[src/rtl/anim_pkg.sv]
// Shared animation definitions so the scheduler and the frame memories agree
// on state encoding, the idle select code and the default step width.
package anim_pkg;

  typedef enum logic [1:0] {
    IDLE = 2'd0,
    PLAY = 2'd1,
    HOLD = 2'd2
  } state_t;

  localparam int ANIM_IDLE      = 0;
  localparam int FRAMES_DEFAULT = 16;

endpackage

[src/rtl/anim_prio_enc.sv]
// Lowest-index-wins pick over the pending request vector: valid flag,
// one-hot grant mask and binary index of the winner.
module anim_prio_enc #(
  parameter int N_ANIM = 4,
  parameter int IDX_W  = 2
) (
  input  logic [N_ANIM-1:0] pend,
  output logic              valid,
  output logic [N_ANIM-1:0] grant_oh,
  output logic [IDX_W-1:0]  idx
);

  always_comb begin
    valid    = |pend;
    grant_oh = '0;
    idx      = '0;
    // Scan downward so the lowest set bit is the last one written.
    for (int i = N_ANIM - 1; i >= 0; i--) begin
      if (pend[i]) begin
        grant_oh    = '0;
        grant_oh[i] = 1'b1;
        idx         = IDX_W'(i);
      end
    end
  end

endmodule

[src/rtl/anim_scheduler.sv]
// Animation sequencer: idle loop by default, plays granted event animations
// for LOOPS passes, holds the last frame, then idles or chains the next one.
module anim_scheduler
  import anim_pkg::*;
#(
  parameter int N_ANIM     = 4,
  parameter int FRAMES     = FRAMES_DEFAULT,
  parameter int LOOPS      = 2,
  parameter int HOLD_TICKS = 4
) (
  input  logic                         clk_24,
  input  logic                         rst,
  input  logic [N_ANIM-1:0]            req,
  input  logic                         cancel,
  output logic [$clog2(N_ANIM+1)-1:0]  anim_sel,
  output logic [$clog2(FRAMES)-1:0]    step,
  output logic                         busy,
  output logic                         done,
  output logic [N_ANIM-1:0]            pending
);

  localparam int SEL_W  = $clog2(N_ANIM + 1);
  localparam int STEP_W = $clog2(FRAMES);
  localparam int IDX_W  = (N_ANIM > 1) ? $clog2(N_ANIM) : 1;
  localparam int LOOP_W = (LOOPS > 1) ? $clog2(LOOPS) : 1;
  localparam int HOLD_W = (HOLD_TICKS > 1) ? $clog2(HOLD_TICKS) : 1;

  localparam logic [STEP_W-1:0] LAST_STEP = STEP_W'(FRAMES - 1);
  localparam logic [LOOP_W-1:0] LAST_LOOP = LOOP_W'(LOOPS - 1);
  localparam logic [HOLD_W-1:0] LAST_HOLD = HOLD_W'(HOLD_TICKS - 1);
  localparam logic [SEL_W-1:0]  SEL_IDLE  = SEL_W'(ANIM_IDLE);

  state_t              state;
  logic [LOOP_W-1:0]   loop_cnt;
  logic [HOLD_W-1:0]   hold_cnt;

  logic                pick_vld;
  logic [N_ANIM-1:0]   pick_oh;
  logic [IDX_W-1:0]    pick_idx;
  logic                idle_wrap;
  logic                hold_last;
  logic                fire_grant;
  logic [N_ANIM-1:0]   grant_mask;
  logic [SEL_W-1:0]    grant_sel;

  anim_prio_enc #(
    .N_ANIM (N_ANIM),
    .IDX_W  (IDX_W)
  ) u_prio (
    .pend     (pending),
    .valid    (pick_vld),
    .grant_oh (pick_oh),
    .idx      (pick_idx)
  );

  assign idle_wrap  = (state == IDLE) && (step == LAST_STEP);
  assign hold_last  = (state == HOLD) && (hold_cnt == LAST_HOLD);
  // Grants only happen at the idle wrap or hold exit, and never under cancel.
  assign fire_grant = pick_vld && !cancel && (idle_wrap || hold_last);
  assign grant_mask = fire_grant ? pick_oh : '0;
  assign grant_sel  = SEL_W'(pick_idx) + SEL_W'(1);

  always_ff @(posedge clk_24 or posedge rst) begin
    if (rst) begin
      state    <= IDLE;
      anim_sel <= SEL_IDLE;
      step     <= '0;
      busy     <= 1'b0;
      done     <= 1'b0;
      pending  <= '0;
      loop_cnt <= '0;
      hold_cnt <= '0;
    end else begin
      done    <= 1'b0;
      pending <= cancel ? '0 : ((pending | req) & ~grant_mask);
      if (cancel && state != IDLE) begin
        state    <= IDLE;
        anim_sel <= SEL_IDLE;
        step     <= '0;
        busy     <= 1'b0;
        loop_cnt <= '0;
        hold_cnt <= '0;
      end else begin
        case (state)
          IDLE: begin
            if (step == LAST_STEP) begin
              step <= '0;
              if (fire_grant) begin
                state    <= PLAY;
                anim_sel <= grant_sel;
                loop_cnt <= '0;
                busy     <= 1'b1;
              end
            end else begin
              step <= step + STEP_W'(1);
            end
          end
          PLAY: begin
            if (step == LAST_STEP) begin
              if (loop_cnt == LAST_LOOP) begin
                state    <= HOLD;
                hold_cnt <= '0;
              end else begin
                step     <= '0;
                loop_cnt <= loop_cnt + LOOP_W'(1);
              end
            end else begin
              step <= step + STEP_W'(1);
            end
          end
          HOLD: begin
            if (hold_cnt == LAST_HOLD) begin
              done     <= 1'b1;
              step     <= '0;
              hold_cnt <= '0;
              if (fire_grant) begin
                state    <= PLAY;
                anim_sel <= grant_sel;
                loop_cnt <= '0;
              end else begin
                state    <= IDLE;
                anim_sel <= SEL_IDLE;
                busy     <= 1'b0;
              end
            end else begin
              hold_cnt <= hold_cnt + HOLD_W'(1);
            end
          end
          default: begin
            state    <= IDLE;
            anim_sel <= SEL_IDLE;
            step     <= '0;
            busy     <= 1'b0;
          end
        endcase
      end
    end
  end

endmodule

[config.mk]
export PLATFORM = sky130hd
export DESIGN_NAME = anim_scheduler
export DESIGN_NICKNAME = d
export VERILOG_FILES = /design/src/rtl/anim_pkg.sv /design/src/rtl/anim_prio_enc.sv /design/src/rtl/anim_scheduler.sv
export SDC_FILE = /design/constraint.sdc
export NUM_CORES = 1
export LEC_CHECK = 0
export ABC_AREA = 1
export BUFFER_PORTS_ARGS = -buffer_cell sky130_fd_sc_hd__buf_2
export CORE_UTILIZATION = 56
export CTS_BUF_LIST = sky130_fd_sc_hd__clkbuf_2
export CTS_CLUSTER_DIAMETER = 200
export DETAILED_ROUTE_END_ITERATION = 8
export GPL_TIMING_DRIVEN = 0
export PLACE_DENSITY = 0.81
export REMOVE_ABC_BUFFERS = 1
export SLEW_MARGIN = 0
export SYNTH_ARGS = -nofsm -noshare
export SYNTH_HDL_FRONTEND = slang
export SYNTH_HIERARCHICAL = 1
export SYNTH_SLANG_ARGS = --single-unit
[constraint.sdc]
create_clock -name clk_24 -period 2 [get_ports clk_24]
set_clock_uncertainty 0.1 [all_clocks]
set_input_delay 0.3 -clock clk_24 [delete_from_list [all_inputs] [get_ports clk_24]]
set_output_delay 0.3 -clock clk_24 [all_outputs]
set_load 0.01 [all_outputs]
**Word level (Yosys, flattened, before mapping)**

Cells that the tools add are included.

- Input port bits: 7
- Output and inout bits: 13
- Word-level logic and storage cells: 96
- Flip-flop bits (word level): 18

- Bitwise logic cells: 3
- Mux-type cells: 51
- Equality and inequality tests: 12
- Add/sub/neg operators: 4
- Reductions and logical operators: 18

Operators with widths:

| kind | number |
|---|---|
| 4-bit 2-to-1 mux | 11 |
| 2-bit 2-to-1 mux | 14 |
| 1-bit 2-to-1 mux | 15 |
| 3-bit 2-to-1 mux | 5 |
| 4-bit case mux with 3 select lines | 1 |
| 5-bit AND reduction | 2 |
| 3-bit case mux with 3 select lines | 1 |
| 4-bit AND reduction | 2 |
| 3-bit by 1-bit inequality test with 1-bit output (second input constant) | 2 |
| 3-bit by 2-bit inequality test with 1-bit output (second input constant) | 2 |
| 3-bit inequality test (second input constant) | 2 |
| 1-bit case mux with 3 select lines | 2 |
| 2-bit case mux with 3 select lines | 1 |
| 1-bit logical AND | 5 |
| 4-bit by 1-bit adder with 4-bit output (second input constant) | 1 |
| 4-bit AND | 1 |
| 2-bit equality test (second input constant) | 2 |
| 4-bit equality test (second input constant) | 1 |
| 4-bit inequality test (second input constant) | 1 |
| 4-bit inverter | 1 |
| 4-bit OR | 1 |
| 2-bit case mux with 2 select lines | 1 |
| 4-bit nonzero test | 1 |
| 4-bit OR reduction | 1 |
| other kinds (12) | 12 |

**Depth between registers and ports, before layout**

- Depth after elaboration: 9
- Mapped depth: 10
- Gate-level depth less buffers: 10

**Hierarchy**

Netlist, hierarchy kept.

By module, submodules not included:

| module | cells an instance | times used | area an instance (um2) | seq. area each (um2) |
|---|---|---|---|---|
| anim_scheduler | 110 | 1 | 928.4 | 450.4 |
| anim_prio_enc | 15 | 1 | 65.1 | 0.0 |

**Worst setup path after synthesis**

Ideal clock, no wire load.

- Kind: reg-to-reg
- From: register step[0]
- To: register anim_sel[0]
- Data arrival time: 1.319 ns
- Clock period less this slack: 1.540 ns
- Required time: 1.779 ns
- Setup time: 0.121 ns
- Cell stages (with the launch flop): 11
- Path slack: 0.460 ns
- Buffers on the path: 0
- Cell sequence: dfrtp_1 > ha_1 > nand2_1 > nor2_1 > nand2_1 > nand2_2 > nand2_2 > nand2_1 > nand2_1 > nand2_1 > o21ai_1

- Cells in the longest elaborated chain, start to end: 8
- Elaborated cells between the ends (all ways): 11
- Those cells by class: eq/ne (3); mux (4); reduce/logical (4)

Ends and longest elaborated chain:

| element | line | RTL |
|---|---|---|
| from (decl) | anim_scheduler.sv:16 | `output logic [$clog2(FRAMES)-1:0] step,` |
| from (signal assigned) | anim_scheduler.sv:95 | `step <= step + STEP_W'(1);` |
| from (signal assigned) | anim_scheduler.sv:108 | `step <= step + STEP_W'(1);` |
| 4-bit equality test * | anim_scheduler.sv:56, anim_scheduler.sv:86 |  |
| 1-bit logical AND | anim_scheduler.sv:56 | `assign idle_wrap = (state == IDLE) && (step == LAST_STEP);` |
| 1-bit logical OR | anim_scheduler.sv:59 | `assign fire_grant = pick_vld && !cancel && (idle_wrap \|\| hold_last);` |
| 1-bit logical AND | anim_scheduler.sv:59 |  |
| 3-bit 2-to-1 mux | anim_scheduler.sv:116 | `if (fire_grant) begin` |
| 3-bit 2-to-1 mux | anim_scheduler.sv:112 | `if (hold_cnt == LAST_HOLD) begin` |
| 3-bit case mux with 3 select lines | anim_scheduler.sv:84 | `case (state)` |
| 3-bit 2-to-1 mux | anim_scheduler.sv:76 | `if (cancel && state != IDLE) begin` |
| to (signal assigned) | anim_scheduler.sv:90 | `anim_sel <= grant_sel;` |
| to (signal assigned) | anim_scheduler.sv:118 | `anim_sel <= grant_sel;` |
| to (decl) | anim_scheduler.sv:15 | `output logic [$clog2(N_ANIM+1)-1:0] anim_sel,` |

Mark *: on every way between the ends. The rest lies on a longest branch, timed or not. The select of a mux whose other input is x is not followed.
A chain may end at the register's enable or synchronous reset.

**Final worst setup path**

- From: register step[0]
- To: register pending[1]

- Cells in the longest elaborated chain, start to end: 8

Ends and longest elaborated chain:

| element | line | RTL |
|---|---|---|
| 4-bit equality test | anim_scheduler.sv:56 |  |
| 1-bit logical AND | anim_scheduler.sv:56 |  |
| 1-bit logical OR | anim_scheduler.sv:59 |  |
| 1-bit logical AND | anim_scheduler.sv:59 |  |
| 4-bit 2-to-1 mux | anim_scheduler.sv:60 | `assign grant_mask = fire_grant ? pick_oh : '0;` |
| 4-bit inverter | anim_scheduler.sv:75 | `pending <= cancel ? '0 : ((pending \| req) & ~grant_mask);` |
| 4-bit AND | anim_scheduler.sv:75 |  |
| 4-bit 2-to-1 mux | anim_scheduler.sv:75 |  |
| to (signal assigned) | anim_scheduler.sv:75 |  |
| to (decl) | anim_scheduler.sv:19 | `output logic [N_ANIM-1:0] pending` |

No other way between the ends.

==> key figures <==
Drt
  • Vias per inst: 5.32
  • Routed Antenna Nets: 0
  • Drt total wl: 1840 um
  • DR vias: 867
  • DRC Markers: 0
  • DRT Pass-1 Iters: 4
  • Starting DRT DRC Count: 33
  • Routed length per placed instance: 11.3 um

Critical path
  • Buffers & Inverters on Critical Path: 1
  • Crit path kind: register to register
  • Worst reg2reg path startpoint: step[0]
  • Crit start category: register
  • WP depth: 8
  • Critical Path AT: 1770 ps
  • CP max stage cell: dfrtp_1
  • Crit. Startpoint: step[0]
  • CP Cell Sequence: ha_1 > nand2_1 > nor2_1 > nand2_1 > a21boi_4 > nand2_1 > o211ai_1 > inv_1
  • Cells on worst reg2reg path: 8
  • CP max stage delay: 430 ps
  • Worst path most repeated cell: nand2_1
  • CP max FO: 7
  • CP top delay family: flip-flops
  • Required @ worst endpoint: 2110 ps
  • Critical path capture point type: register

Global route
  • Antenna violations before repair: 0
  • Global Route Usage Sum: 0.213
  • Grt ovf: 0
  • Vias in the first global route: 772
  • Largest net degree at the start of global routing: 19
  • First-pass GRT wire length: 3110 um

Run status
  • Status: completed

STA
  • Worst Tran Pin Value: 677 ps
  • Fmax: 599 MHz
  • Final setup margin: 332 ps
  • Max-slew violation total from the final report: 0
  • Relative slew margins: 0.548
  • Fin. Hold Viols: 0
  • Final setup vio count: 0
  • Setup TNS Final: 0 ps
  • Fin crit period: 1670 ps
  • RSZ-0062 raised after global routing: false
  • Fin crit share: 0.834

Finish
  • Diodes inserted: 0
  • Post-route cell area: 1130 um^2
  • Most common cell after layout, fill and taps aside: nand2_1
  • Commonest non-fill, non-tap cells in the layout: nand2_1 (37), buf_2 (19), dfrtp_1 (18)
  • Layout cell share with drive strength beyond 1: 0.265
  • Area added between synthesis and finish: 13.4%
  • Nets: 159

Die
  • # rows: 14
  • Die ar.: 1950 um^2
  • Die H: 44.1 um
  • I/O pin count: 20
  • Initial Utilization: 0.630
  • Core area: 1580 um^2
  • DIE WIDTH: 44.1 um

Min path
  • Min-Delay Path Class: input port to register
  • Worst Hold Launch: req[2]
  • Hold Path Cell Cnt: 3

Place
  • Setup WS pre-CTS: 334 ps
  • HPWL after DPL: 1400 um
  • I/O Buffers: 19
  • Placed inst area: 1100 um^2
  • RePlAce Congestion: 0.894

CTS
  • CTS max path bufs: 2
  • # resized after CTS: 0
  • H-tree Lvls: 1
  • Root buffer cell: clkbuf_2
  • Total CTS buffers: 3
  • TritonCTS Sinks: 18
  • CTS tree: done
  • Clk_lat worst skew: 290 ps
  • Reg clk slew, reported paths: 160 ps

Yosys
  • Seq cells post-synth: 18
  • Area leader, netlist: dfrtp_1
  • Yosys warnings: 6
  • Post-synthesis sequential area ratio: 0.453
  • Share of Yosys cell area claimed by the top area cell type: 0.453
  • Largest cells by area after synthesis: dfrtp_1 (45%), nand2_1 (14%), nand3_1 (4.5%), inv_1 (4.5%), nor2_1 (4.2%)
  • Mapped Area: 993 um^2
  • Mean Syn Cell Area: 7.95 um^2
  • Post-synthesis cell type count: 21
  • Mapped Cells: 125

Power
  • Power, Total: 1.14 mW
  • Pwr Density: 1010 nW/um^2
  • VDD IR max: 0.699 mV
  • Leak: 0.637 nW

Flow run
  • Max cap viols: 0
## cell type report
class,instances,area (um^2)
Multi-Input combinational cell,88,468
Sequential cell,18,450
Tap cell,16,20.0
Timing Repair Buffer,20,105
Clock buffer,3,15.0
Fill cell,136,450
Inverter,18,67.6
## cells by family (layout without fill, tap and decap cells)
kind of cell,after synthesis,count (layout),share of synthesized area
compound gates,16,16,0.121
flops,18,18,0.453
buf+inv,19,41,0.0756
fa+ha+maj,3,3,0.0378
simple gates,67,67,0.295
xor+xnor,2,2,0.0176
## registers in the layout, summed over array words and instances, names as in the netlist
name / flops
pending: 4
step: 4
anim_sel: 3
hold_cnt: 2
state: 2
busy: 1
done: 1
loop_cnt: 1
## cell usage after synthesis
master,count
nand4_1,1
o21ai_1,3
o21ai_0,4
nor2_2,2
nand2_2,6
o211ai_1,5
nor2_4,1
nand2_1,37
dfrtp_1,18
nand3_1,9
nor2_1,11
o31ai_1,1
ha_1,3
inv_2,6
o21ai_4,1
a21boi_4,1
xor2_1,1
xnor2_1,1
buf_4,1
a21oi_1,1
inv_1,12
## routing by layer
metal,wire (um),vias to the layer above,GRT usage
li1,-,445,-
met1,902,396,0.296
met2,829,23,0.347
met3,99,3,0.0245
met4,13,0,0.0727
met5,0,-,0
## worst register-to-register path, cell delays in order (launching register included)
cell	delay (ps)
dfrtp_1	430
ha_1	230
nand2_1	70
nor2_1	140
nand2_1	140
a21boi_4	250
nand2_1	80
o211ai_1	90
inv_1	60
## what timing repair did
action	4_1_cts	5_1_grt
buffers inserted	0	0
hold buffers	1	0
endpoints found under the hold margin	18	0
endpoints found under the setup margin	0	0
## report_power, final
group / switching, mW / total [mW] / internal [mW]
combinational: 0.262 / 0.447 / 0.185
sequential: 0.0869 / 0.547 / 0.460
clock: 0.104 / 0.145 / 0.0409
## stage by stage
stage               cells   util  hold slack [ps]
detailed placement    159  0.698              331
floorplan             124      -              139
CTS                   163  0.714              134
global placement      159  0.698              322
global route          163  0.714              139
finish                163  0.714              133
## worst paths after layout
path / endpoint / slack (ps)
worst max-delay path: pending[1] / 330
worst min-delay path: pending[2] / 130
worst max register to register: pending[1] / 330
worst min register to register: busy / 380
max in group asynchronous: loop_cnt / 850
min in group asynchronous: anim_sel[2] / 520
Note: power is estimated with default switching activity, not from simulation.
